`src/rtl/alu_sched_if.sv`:
```
// alu_sched_if: request/response channels for both requesters plus the
// shared-ALU connection. slave = scheduler side, master = requesters/ALU side.
interface alu_sched_if #(
    parameter int WIDTH = 32
);
    logic             r0_req_valid;
    logic             r0_req_ready;
    logic [3:0]       r0_req_control;
    logic [WIDTH-1:0] r0_req_a;
    logic [WIDTH-1:0] r0_req_b;
    logic             r0_resp_valid;
    logic             r0_resp_ready;
    logic [WIDTH-1:0] r0_resp_result;
    logic             r0_resp_zero;
    logic             r0_resp_sign;

    logic             r1_req_valid;
    logic             r1_req_ready;
    logic [3:0]       r1_req_control;
    logic [WIDTH-1:0] r1_req_a;
    logic [WIDTH-1:0] r1_req_b;
    logic             r1_resp_valid;
    logic             r1_resp_ready;
    logic [WIDTH-1:0] r1_resp_result;
    logic             r1_resp_zero;
    logic             r1_resp_sign;

    logic [3:0]       alu_control;
    logic [WIDTH-1:0] alu_a;
    logic [WIDTH-1:0] alu_b;
    logic [WIDTH-1:0] alu_result;
    logic             alu_zero;
    logic             alu_sign;

    modport slave (
        input  r0_req_valid, r0_req_control, r0_req_a, r0_req_b, r0_resp_ready,
        output r0_req_ready, r0_resp_valid, r0_resp_result, r0_resp_zero, r0_resp_sign,
        input  r1_req_valid, r1_req_control, r1_req_a, r1_req_b, r1_resp_ready,
        output r1_req_ready, r1_resp_valid, r1_resp_result, r1_resp_zero, r1_resp_sign,
        output alu_control, alu_a, alu_b,
        input  alu_result, alu_zero, alu_sign
    );

    modport master (
        output r0_req_valid, r0_req_control, r0_req_a, r0_req_b, r0_resp_ready,
        input  r0_req_ready, r0_resp_valid, r0_resp_result, r0_resp_zero, r0_resp_sign,
        output r1_req_valid, r1_req_control, r1_req_a, r1_req_b, r1_resp_ready,
        input  r1_req_ready, r1_resp_valid, r1_resp_result, r1_resp_zero, r1_resp_sign,
        input  alu_control, alu_a, alu_b,
        output alu_result, alu_zero, alu_sign
    );
endinterface

```
`src/rtl/alu_sched.sv`:
```
// alu_sched: two-requester scheduler sharing one combinational ALU.
// One operation in flight; response returns to the requester that issued it.
// Option: define ALU_SCHED_FIXED_PRIO_EN to make requester 0 always win
// contention (default is round-robin on last_grant).
//
// state | meaning
// IDLE  | arbitrate, accept one request, latch operands
// EXEC  | drive shared ALU from operand registers, capture result
// RESP  | hold response to owner until its resp_ready
module alu_sched #(
    parameter int WIDTH = 32
) (
    input  logic       clk,
    input  logic       reset,
    alu_sched_if.slave bus,
    output logic       busy
);
    typedef enum logic [1:0] {
        IDLE = 2'd0,
        EXEC = 2'd1,
        RESP = 2'd2
    } state_t;

    state_t           state_q;
    state_t           state_d;
    logic             last_grant_q;
    logic             owner_q;
    logic [3:0]       op_control_q;
    logic [WIDTH-1:0] op_a_q;
    logic [WIDTH-1:0] op_b_q;
    logic [WIDTH-1:0] res_result_q;
    logic             res_zero_q;
    logic             res_sign_q;
    logic             prefer0;
    logic             grant0;
    logic             grant1;
    logic             owner_ready;

    // Contention tie-break: requester 0 wins when it did not win last time.
`ifdef ALU_SCHED_FIXED_PRIO_EN
    assign prefer0 = 1'b1;
`else
    assign prefer0 = last_grant_q;
`endif

    assign owner_ready = owner_q ? bus.r1_resp_ready : bus.r0_resp_ready;

    // Next-state and grant decode; grants only exist in IDLE.
    always_comb begin
        state_d = state_q;
        grant0  = 1'b0;
        grant1  = 1'b0;
        case (state_q)
            IDLE: begin
                grant0 = bus.r0_req_valid & (~bus.r1_req_valid | prefer0);
                grant1 = bus.r1_req_valid & ~grant0;
                if (grant0 | grant1) begin
                    state_d = EXEC;
                end
            end
            EXEC: state_d = RESP;
            RESP: begin
                if (owner_ready) begin
                    state_d = IDLE;
                end
            end
            default: state_d = IDLE;
        endcase
    end

    // State register.
    always_ff @(posedge clk or negedge reset) begin
        if (!reset) begin
            state_q <= IDLE;
        end else begin
            state_q <= state_d;
        end
    end

    // Operand latch on accept, result capture at the end of EXEC.
    always_ff @(posedge clk or negedge reset) begin
        if (!reset) begin
            last_grant_q <= 1'b1;
            owner_q      <= 1'b0;
            op_control_q <= 4'd0;
            op_a_q       <= '0;
            op_b_q       <= '0;
            res_result_q <= '0;
            res_zero_q   <= 1'b0;
            res_sign_q   <= 1'b0;
        end else begin
            if (grant0 | grant1) begin
                last_grant_q <= grant1;
                owner_q      <= grant1;
                op_control_q <= grant1 ? bus.r1_req_control : bus.r0_req_control;
                op_a_q       <= grant1 ? bus.r1_req_a : bus.r0_req_a;
                op_b_q       <= grant1 ? bus.r1_req_b : bus.r0_req_b;
            end
            if (state_q == EXEC) begin
                res_result_q <= bus.alu_result;
                res_zero_q   <= bus.alu_zero;
                res_sign_q   <= bus.alu_sign;
            end
        end
    end

    assign bus.r0_req_ready   = grant0;
    assign bus.r1_req_ready   = grant1;
    assign bus.r0_resp_valid  = (state_q == RESP) && !owner_q;
    assign bus.r1_resp_valid  = (state_q == RESP) && owner_q;
    assign bus.r0_resp_result = res_result_q;
    assign bus.r1_resp_result = res_result_q;
    assign bus.r0_resp_zero   = res_zero_q;
    assign bus.r1_resp_zero   = res_zero_q;
    assign bus.r0_resp_sign   = res_sign_q;
    assign bus.r1_resp_sign   = res_sign_q;
    assign bus.alu_control    = op_control_q;
    assign bus.alu_a          = op_a_q;
    assign bus.alu_b          = op_b_q;
    assign busy               = (state_q != IDLE);
endmodule

```
`src/flat_wrapper.sv`:
```
// flat-port wrapper written by rule: the top's interface ports become plain ports
module alu_sched_flat 
#(
    parameter int WIDTH = 32
)
  (clk, reset, busy, bus_r0_req_valid, bus_r0_req_control, bus_r0_req_a, bus_r0_req_b, bus_r0_resp_ready, bus_r0_req_ready, bus_r0_resp_valid, bus_r0_resp_result, bus_r0_resp_zero, bus_r0_resp_sign, bus_r1_req_valid, bus_r1_req_control, bus_r1_req_a, bus_r1_req_b, bus_r1_resp_ready, bus_r1_req_ready, bus_r1_resp_valid, bus_r1_resp_result, bus_r1_resp_zero, bus_r1_resp_sign, bus_alu_control, bus_alu_a, bus_alu_b, bus_alu_result, bus_alu_zero, bus_alu_sign);
  alu_sched_if #(.WIDTH(WIDTH)) bus_i ();
  input  logic clk;
  input  logic reset;
  output logic busy;
  input wire logic [$bits(bus_i.r0_req_valid)-1:0] bus_r0_req_valid;
  input wire logic [$bits(bus_i.r0_req_control)-1:0] bus_r0_req_control;
  input wire logic [$bits(bus_i.r0_req_a)-1:0] bus_r0_req_a;
  input wire logic [$bits(bus_i.r0_req_b)-1:0] bus_r0_req_b;
  input wire logic [$bits(bus_i.r0_resp_ready)-1:0] bus_r0_resp_ready;
  output wire logic [$bits(bus_i.r0_req_ready)-1:0] bus_r0_req_ready;
  output wire logic [$bits(bus_i.r0_resp_valid)-1:0] bus_r0_resp_valid;
  output wire logic [$bits(bus_i.r0_resp_result)-1:0] bus_r0_resp_result;
  output wire logic [$bits(bus_i.r0_resp_zero)-1:0] bus_r0_resp_zero;
  output wire logic [$bits(bus_i.r0_resp_sign)-1:0] bus_r0_resp_sign;
  input wire logic [$bits(bus_i.r1_req_valid)-1:0] bus_r1_req_valid;
  input wire logic [$bits(bus_i.r1_req_control)-1:0] bus_r1_req_control;
  input wire logic [$bits(bus_i.r1_req_a)-1:0] bus_r1_req_a;
  input wire logic [$bits(bus_i.r1_req_b)-1:0] bus_r1_req_b;
  input wire logic [$bits(bus_i.r1_resp_ready)-1:0] bus_r1_resp_ready;
  output wire logic [$bits(bus_i.r1_req_ready)-1:0] bus_r1_req_ready;
  output wire logic [$bits(bus_i.r1_resp_valid)-1:0] bus_r1_resp_valid;
  output wire logic [$bits(bus_i.r1_resp_result)-1:0] bus_r1_resp_result;
  output wire logic [$bits(bus_i.r1_resp_zero)-1:0] bus_r1_resp_zero;
  output wire logic [$bits(bus_i.r1_resp_sign)-1:0] bus_r1_resp_sign;
  output wire logic [$bits(bus_i.alu_control)-1:0] bus_alu_control;
  output wire logic [$bits(bus_i.alu_a)-1:0] bus_alu_a;
  output wire logic [$bits(bus_i.alu_b)-1:0] bus_alu_b;
  input wire logic [$bits(bus_i.alu_result)-1:0] bus_alu_result;
  input wire logic [$bits(bus_i.alu_zero)-1:0] bus_alu_zero;
  input wire logic [$bits(bus_i.alu_sign)-1:0] bus_alu_sign;
  assign bus_i.r0_req_valid = bus_r0_req_valid;
  assign bus_i.r0_req_control = bus_r0_req_control;
  assign bus_i.r0_req_a = bus_r0_req_a;
  assign bus_i.r0_req_b = bus_r0_req_b;
  assign bus_i.r0_resp_ready = bus_r0_resp_ready;
  assign bus_r0_req_ready = bus_i.r0_req_ready;
  assign bus_r0_resp_valid = bus_i.r0_resp_valid;
  assign bus_r0_resp_result = bus_i.r0_resp_result;
  assign bus_r0_resp_zero = bus_i.r0_resp_zero;
  assign bus_r0_resp_sign = bus_i.r0_resp_sign;
  assign bus_i.r1_req_valid = bus_r1_req_valid;
  assign bus_i.r1_req_control = bus_r1_req_control;
  assign bus_i.r1_req_a = bus_r1_req_a;
  assign bus_i.r1_req_b = bus_r1_req_b;
  assign bus_i.r1_resp_ready = bus_r1_resp_ready;
  assign bus_r1_req_ready = bus_i.r1_req_ready;
  assign bus_r1_resp_valid = bus_i.r1_resp_valid;
  assign bus_r1_resp_result = bus_i.r1_resp_result;
  assign bus_r1_resp_zero = bus_i.r1_resp_zero;
  assign bus_r1_resp_sign = bus_i.r1_resp_sign;
  assign bus_alu_control = bus_i.alu_control;
  assign bus_alu_a = bus_i.alu_a;
  assign bus_alu_b = bus_i.alu_b;
  assign bus_i.alu_result = bus_alu_result;
  assign bus_i.alu_zero = bus_alu_zero;
  assign bus_i.alu_sign = bus_alu_sign;
  alu_sched #(.WIDTH(WIDTH)) u_core (.clk(clk), .reset(reset), .bus(bus_i), .busy(busy));
endmodule
```
`config.mk`:
```
export PLATFORM = sky130hd
export DESIGN_NAME = alu_sched_flat
export DESIGN_NICKNAME = d
export VERILOG_FILES = /design/src/rtl/alu_sched_if.sv /design/src/rtl/alu_sched.sv /design/src/flat_wrapper.sv
export SDC_FILE = /design/constraint.sdc
export NUM_CORES = 1
export LEC_CHECK = 0
export CAP_MARGIN = 20
export CORE_MARGIN = 3
export CORE_UTILIZATION = 40
export CTS_BUF_LIST = sky130_fd_sc_hd__clkbuf_8
export DETAILED_ROUTE_END_ITERATION = 12
export GPL_TIMING_DRIVEN = 0
export PLACE_DENSITY = 0.82
export SYNTH_ARGS = -nofsm -noshare
export SYNTH_HDL_FRONTEND = slang
export SYNTH_SLANG_ARGS = --single-unit
```
`constraint.sdc`:
```
create_clock -name clk -period 2.8 [get_ports clk]
set_input_delay 0.84 -clock clk [delete_from_list [all_inputs] [get_ports clk]]
set_output_delay 0.84 -clock clk [all_outputs]
set_load 0.02 [all_outputs]
```
==> results.rst, run 1 <==
.. list-table::
   :header-rows: 1

   * - Metric
     - Value
   * - Peak fanout along the critical path
     - 6
   * - Final total negative setup slack
     - 0 ns
   * - Async set-reset flop share out of synthesis
     - 100%
   * - Final number of max-transition violations
     - 0
   * - Clock Path Buffers
     - 2
   * - Worst setup path class
     - input pin to primary output
   * - Number of fillers in the final layout
     - ~1200
   * - Upper clock frequency limit
     - between 300 and 400 MHz
   * - Pin count of the biggest net entering global routing
     - 57
   * - Final worst clock skew
     - 0.00359 ns
   * - Count of flip-flops with a built-in enable after synthesis
     - 0
   * - Number of antenna violations at the first check in global routing
     - 2
   * - Arrival time at the worst endpoint
     - between 1.5 and 2 ns
   * - Vias per cell
     - between 5 and 6
   * - Warnings, synthesis
     - 0
   * - CTS tree
     - built
   * - Clock insertion delay at the later pin of the skew report
     - about 0.37 ns
   * - Area growth from synthesis to layout
     - 63.3%
   * - Total die area
     - approximately 16000 um^2
   * - Number of antenna-violating nets in the routed design
     - 0
   * - Synth Area in XOR/XNOR
     - 0%
   * - Post-synthesis area per instance
     - 9.59 um^2
   * - Routed wl met3
     - roughly 1700 um
   * - Worst Setup End Kind
     - primary output
   * - Core region area
     - about 14000 um^2
   * - Unrepaired setup endpoints after global routing
     - false
   * - Post-synthesis mux area share
     - between 6 and 7%
   * - Worst IR drop on VDD
     - approximately 0.46 mV
   * - Root Driver
     - clkbuf_8
   * - Die Span X
     - approximately 130 um
   * - Count of mapped cells out of synthesis
     - around 600
   * - Post-synthesis adder-cell area fraction
     - 0%
   * - Total Routing Usage GR
     - 25.9%
   * - Initial Util
     - 41.2%
   * - Required @ worst endpoint
     - 1.96 ns
   * - Synthesized area
     - between 5000 and 6000 um^2
   * - Highest metal layer with signal wires
     - met5
   * - Run status
     - completed
   * - Max capacitance violation total
     - 0
   * - Leakage
     - 3.67 nW
   * - Main area contributors after synthesis
     - dfrtp_1 (46%), o21ai_0 (10%), o2bb2ai_1 (10%)
   * - Power consumption
     - approximately 10 mW
   * - Fraction of post-synthesis cell area in the top cell type by area
     - a little under half
   * - Die Y
     - ~130 um
   * - Library cells used by synthesis
     - 23
   * - Final critical-path required period
     - between 2 and 3 ns
   * - Number of failing hold endpoints at the final stage
     - 0
   * - Via count
     - roughly 5800
   * - Most repeated cell in the gate-level netlist after synthesis
     - o21ai_0
   * - Cell accounting for the most synthesized area
     - dfrtp_1
   * - Worst slew margin relative to its limit
     - around 55%
   * - Main combinational cell family by area after synthesis
     - compound AO/OA/AOI/OAI gates
   * - Post-Route WL
     - 21000 um
   * - Post-route DRC
     - 0
   * - Grt total ovfl
     - 0
   * - Setup-failing EPs final
     - 0
   * - Compound-gate portion of the synthesized area
     - between 20% and 30%
   * - Buffers on Ports
     - ~320
   * - Number of nets in the finished design
     - between 1000 and 1500
   * - Startpoint type of the worst setup path
     - input pin
   * - Syn Nets
     - 775
   * - Routability congestion estimate
     - 0.899
   * - Flops & latches, synth
     - between 100 and 150
   * - Global-route wire length before repair
     - around 32000 um
   * - Clock-pin transition on the worst setup and hold timing paths
     - 0.10 ns
   * - Number of hold buffers added after CTS
     - 0
   * - Starting DRC count in detailed routing
     - 275
   * - Proportion of layout cells with a drive suffix above 1
     - between 10% and 20%
   * - Inserted Clock Buffers
     - 9
   * - Register area share after synthesis
     - between 40% and 50%
   * - Routed length on met1
     - 8240 um
   * - Final Cycle Share
     - 96.5%
   * - Cell area power density
     - roughly 1100 nW/um^2
   * - Worst reg-to-reg path cell count
     - 6
   * - Iteration count of the initial detailed-routing pass
     - 4
   * - Class of the worst hold path
     - input pin to asynchronous set/reset pin
   * - Leading register cell type out of synthesis
     - dfrtp_1
   * - Share of synthesized cell area in and, or, nand and nor gates
     - roughly 8.7%
   * - H-tree Lvls
     - 3
   * - Worst-Margin Slew
     - roughly 0.68 ns
   * - DR WL met2
     - ~10000 um
   * - Leading cell types by count after synthesis
     - o21ai_0 (119), dfrtp_1 (105), nand2b_1 (70)
   * - Clock net sink count
     - roughly 110
   * - HPWL Detailed
     - 16300 um
   * - Via count of the first global-routing pass
     - slightly below 6000
   * - Std cell rows
     - 43
   * - Detail-routed net length per standard cell
     - approximately 19 um
   * - Number of top-level pins
     - approximately 320
## what timing repair did
item                       4_1_cts  5_1_grt
gates resized for setup         22        2
setup endpoints to repair        3        1
pin swaps                        0        0
setup buffers                    1        2
## power breakdown
group          switching (mW)  internal, mW  total [mW]  leakage, nW
sequential              0.518          2.35        2.87         1.24
combinational            3.39          3.22        6.60         2.33
clock                   0.510         0.425       0.935        0.105
total                    4.41          5.99        10.4         3.67
## cell type report
| class | count | area (um^2) | share of cell area, % |
|---|---|---|---|
| Clock buffer | 10 | 138 | 1.47 |
| Tap cell | 180 | 225 | 2.40 |
| Buffer | 97 | 567 | 6.04 |
| Timing Repair Buffer | 320 | 3200 | 34.1 |
| Clock inverter | 5 | 47.5 | 0.507 |
| Sequential cell | 106 | 2650 | 28.3 |
| Inverter | 2 | 7.51 | 0.0801 |
| Multi-Input combinational cell | 391 | 2530 | 27.0 |
| Antenna cell | 1 | 2.50 | 0.0267 |
## cell families after synthesis
family / count (synthesis)
flip-flops: 106
buffers and inverters: 102
AO/OA/AOI/OAI: 275
AND/OR/NAND/NOR: 81
multiplexers: 35
## critical path, cell delays in order
cell           delay, ns
dlygate4sd2_1       0.29
nor2b_1             0.14
buf_4               0.17
nand2b_1            0.17
nor2_1              0.10
buf_4               0.15
## registers in the layout, summed over array words and instances, names as in the netlist
name	count
u_core.bus.r0_resp_zero	1
u_core.bus.alu_control	4
u_core.bus.alu_b	32
u_core.state_q	2
u_core.owner_q	1
u_core.bus.r0_resp_result	32
u_core.bus.r0_resp_sign	1
u_core.bus.alu_a	32
u_core.last_grant_q	1
## cell usage in the layout, fill, tap and decap left out
| cell type | count |
|---|---|
| nor2_1 | 4 |
| or2_1 | 2 |
| nor3b_2 | 1 |
| buf_16 | 1 |
| buf_4 | 42 |
| o22a_1 | 2 |
| o21ai_0 | 119 |
| o2bb2ai_1 | 68 |
| inv_1 | 4 |
| clkdlybuf4s50_1 | 311 |
| diode_2 | 1 |
| buf_6 | 5 |
| dlygate4sd2_1 | 2 |
| dfrtp_1 | 105 |
| o21ai_1 | 18 |
| nand2b_1 | 70 |
| or2b_1 | 1 |
| clkbuf_1 | 36 |
| buf_1 | 5 |
| clkbuf_2 | 6 |
| dfstp_2 | 1 |
| mux2_2 | 35 |
| a21oi_1 | 68 |
| and2_1 | 1 |
| nor2b_1 | 1 |
| clkinv_2 | 2 |
| clkbuf_8 | 11 |
| buf_2 | 8 |
| nand2_1 | 1 |
| bufinv_16 | 1 |
## per-layer routing
metal  vias to the layer above  track usage [%]
met5                         -                0
met4                         2             9.97
met3                        38             7.34
met2                       249             44.0
met1                      2723             31.3
li1                       2762                -
## final timing paths
check	start	end	slack, ns
worst max-delay path	bus_r1_req_valid	bus_r0_req_ready	0.1
worst min-delay path	reset	u_core.bus.alu_b[10]	0.49
worst max register to register	u_core.state_q[1]	u_core.bus.alu_a[3]	0.89
worst min register to register	u_core.bus.alu_b[0]	u_core.bus.alu_b[0]	0.51
max in group asynchronous	reset	u_core.bus.r0_resp_result[29]	1.58
min in group clk	u_core.bus.alu_b[0]	u_core.bus.alu_b[0]	0.51
## metrics by stage
step,std cells,worst slack (ns),util [%],area [um^2],hold slack [ns]
floorplan,599,0.183,-,5740,0.534
global placement,1095,-3.21,65.5,9130,0.475
detailed placement,1096,-1.30,65.7,9160,0.491
CTS,1109,0.0336,67.2,9360,0.505
global route,1112,0.00772,67.3,9380,0.521
finish,1112,0.0986,67.3,9380,0.487
No activity file was read; power rests on OpenSTA's default activity.
==> inputs of run 2 (changes only) <==
- CAP_MARGIN: 20 -> 10
==> results of run 2 <==
No change in the layout: final DEF, timing and power equal those of run 1.
==> inputs of run 3 (changes only) <==
- CORE_ASPECT_RATIO: not set -> 1.75
==> run 3 against run 2 <==
Compared with the run above:
- non-clock buffer count stayed put
- die area is 0.35% higher
- critical path depth is 2 lower
- worst setup slack worse by 0.042 ns
- clock skew is 0.012 ns higher
- global-route usage is 0.99 points higher
- clock-buffer cell count is 1 lower
==> results.rst, run 3 (same netlist as run 1, synthesis figures left out) <==
.. list-table::
   :header-rows: 1

   * - Metric
     - Value
   * - Pin count of the biggest net entering global routing
     - 63
   * - Startpoint type of the worst setup path
     - flip-flop
   * - Arrival time at the worst endpoint
     - roughly 1.9 ns
   * - Via count of the first global-routing pass
     - roughly 6000
   * - Cell at the slowest stage of the critical path
     - dfstp_2
   * - Starting DRC count in detailed routing
     - roughly 250
   * - Number of hold buffers added after CTS
     - 0
   * - Detail-routed net length per standard cell
     - 19.6 um
   * - Final core utilization
     - 67.1%
   * - Clock net sink count
     - roughly 110
   * - CTS tree
     - built
   * - Setup-failing EPs final
     - 0
   * - Biggest cell delay along the critical path
     - around 0.69 ns
   * - Final number of max-transition violations
     - 0
   * - Proportion of layout cells with a drive suffix above 1
     - approximately an eighth
   * - Number of nets in the finished design
     - 1103
   * - Worst reg-to-reg path cell count
     - 6
   * - Number of antenna violations at the first check in global routing
     - 0
   * - Via count
     - just under 6000
   * - Vias per cell
     - approximately 5.3
   * - Worst Setup End Kind
     - primary output
   * - Grt total ovfl
     - 0
   * - Initial Util
     - 41.1%
   * - Number of antenna-violating nets in the routed design
     - 0
   * - Most used cells in the layout excluding fill and tap cells
     - clkdlybuf4s50_1 (310), o21ai_0 (119), dfrtp_1 (105), nand2b_1 (70)
   * - Total die area
     - ~16000 um^2
   * - Root Driver
     - clkbuf_8
   * - Post-route DRC
     - 0
   * - Final critical-path required period
     - around 2.7 ns
   * - Number of fillers in the final layout
     - between 1000 and 1500
   * - Final total negative setup slack
     - 0 ns
   * - Launch point of the worst path
     - u_core.last_grant_q
   * - H-tree Lvls
     - 3
   * - Inserted Clock Buffers
     - 9
   * - Clock Path Buffers
     - 2
   * - Routability congestion estimate
     - 0.903
   * - Final Cycle Share
     - a little over nine tenths
   * - Cell area power density
     - between 1000 and 1500 nW/um^2
   * - R2r startpoint
     - u_core.state_q[1]
   * - Total buffers and inverters traversed by the critical path
     - 2
   * - HPWL Detailed
     - around 17000 um
   * - Area growth from synthesis to layout
     - 63.3%
   * - Final worst clock skew
     - around 0.016 ns
   * - Run status
     - completed
   * - Buffers on Ports
     - between 300 and 400
   * - Std cell rows
     - 57
   * - Iteration count of the initial detailed-routing pass
     - 4
   * - Leakage
     - 3.66 nW
   * - Placed standard-cell area
     - ~9200 um^2
   * - Max capacitance violation total
     - 0
   * - Clock-pin transition on the worst setup and hold timing paths
     - around 0.11 ns
   * - Worst IR drop on VDD
     - about 0.58 mV
   * - Worst slew margin relative to its limit
     - between 50% and 60%
   * - Peak fanout along the critical path
     - 10
   * - Global-route wire length before repair
     - 32400 um
   * - Worst-Margin Slew
     - 0.620 ns
   * - Die Span X
     - approximately 97 um
   * - Upper clock frequency limit
     - between 300 and 400 MHz
   * - Slack of the worst reg-to-reg path
     - 0.88 ns
   * - Post-Route WL
     - between 20000 and 25000 um
   * - Core region area
     - ~14000 um^2
   * - Worst setup path class
     - flip-flop to primary output
   * - Kind of cell adding the most delay to the critical path
     - flip-flops
   * - Worst-case hold slack
     - about 0.46 ns
   * - Endpoint of the most critical register-to-register path
     - u_core.bus.alu_a[9]
   * - Leading cell type in the layout, fill and taps excluded
     - clkdlybuf4s50_1
   * - Final Instance Area
     - 9380 um^2
   * - Die Y
     - 164 um
   * - Class of the worst hold path
     - input pin to asynchronous set/reset pin
   * - Clock insertion delay at the later pin of the skew report
     - ~0.38 ns
   * - Number of failing hold endpoints at the final stage
     - 0
   * - Required @ worst endpoint
     - 1.96 ns
   * - CP Cell Sequence
     - clkbuf_2 > nand2_1 > and2_1 > clkdlybuf4s15_2
   * - Unrepaired setup endpoints after global routing
     - false
   * - Total Routing Usage GR
     - 26.9%
   * - Number of top-level pins
     - about 320
==> run 3: worst max-delay path by stage <==
| stage | to | slack (ns) | cells past startpoint |
|---|---|---|---|
| after global routing | bus_r1_req_ready | 0.01 | 4 |
| after global placement | u_core.bus.alu_b[18] | -3.27 | 1 |
| after CTS | bus_r1_req_ready | 0.03 | 6 |
| after detailed placement | bus_r1_req_ready | -1.26 | 6 |
| final | bus_r1_req_ready | 0.06 | 4 |
| after floorplan | bus_r1_req_ready | 0.18 | 4 |
==> run 3: power by group <==
part | total [mW] | internal (mW) | leakage (nW) | switching (mW)
Combinational | 6.65 | 3.21 | 2.33 | 3.44
Sequential | 2.85 | 2.35 | 1.24 | 0.502
Clock | 0.920 | 0.340 | 0.0939 | 0.580
==> run 3: cell type report <==
type                       instances  area [um^2]  area share, %
timing repair buffer             320         3200           34.2
tap                              177          221           2.36
inverter                           2         7.51         0.0801
buffer                            97          567           6.05
clock inverter                     7         57.6          0.614
multi-input combinational        391         2530           27.0
sequential                       106         2650           28.3
clock buffer                       9          124           1.32
antenna                            3         7.51         0.0801
==> run 3: worst register-to-register path, cell delays in order, from the launching register on <==
cell       delay, ns
dfrtp_1         0.42
nor3b_2         0.22
clkbuf_8        0.16
buf_4           0.24
clkbuf_1        0.46
o2bb2ai_1       0.19
o21ai_0         0.11
==> run 3: metrics by stage <==
stage               power [mW]  cells  setup WS [ns]
global route              11.1   1109         0.0103
global placement          9.41   1092          -3.27
detailed placement        9.56   1093          -1.26
finish                    10.4   1112         0.0566
floorplan                 6.33    599          0.183
CTS                       10.5   1110         0.0293
==> run 3: repair_timing <==
| item | in CTS | in global routing |
|---|---|---|
| endpoints found under the setup margin | 3 | 2 |
| pin swaps | 0 | 0 |
| setup buffers | 3 | 0 |
| resized for setup | 24 | 1 |
| gates cloned | 0 | 0 |
==> run 3: per-layer routing <==
layer / vias up / track usage [%] / wire [um]
met3: 49 / 6.88 / 1690
li1: 2764 / - / -
met2: 251 / 48.0 / 11600
met5: - / 0 / 0
met1: 2788 / 28.5 / 7570
met4: 0 / 13.3 / 930
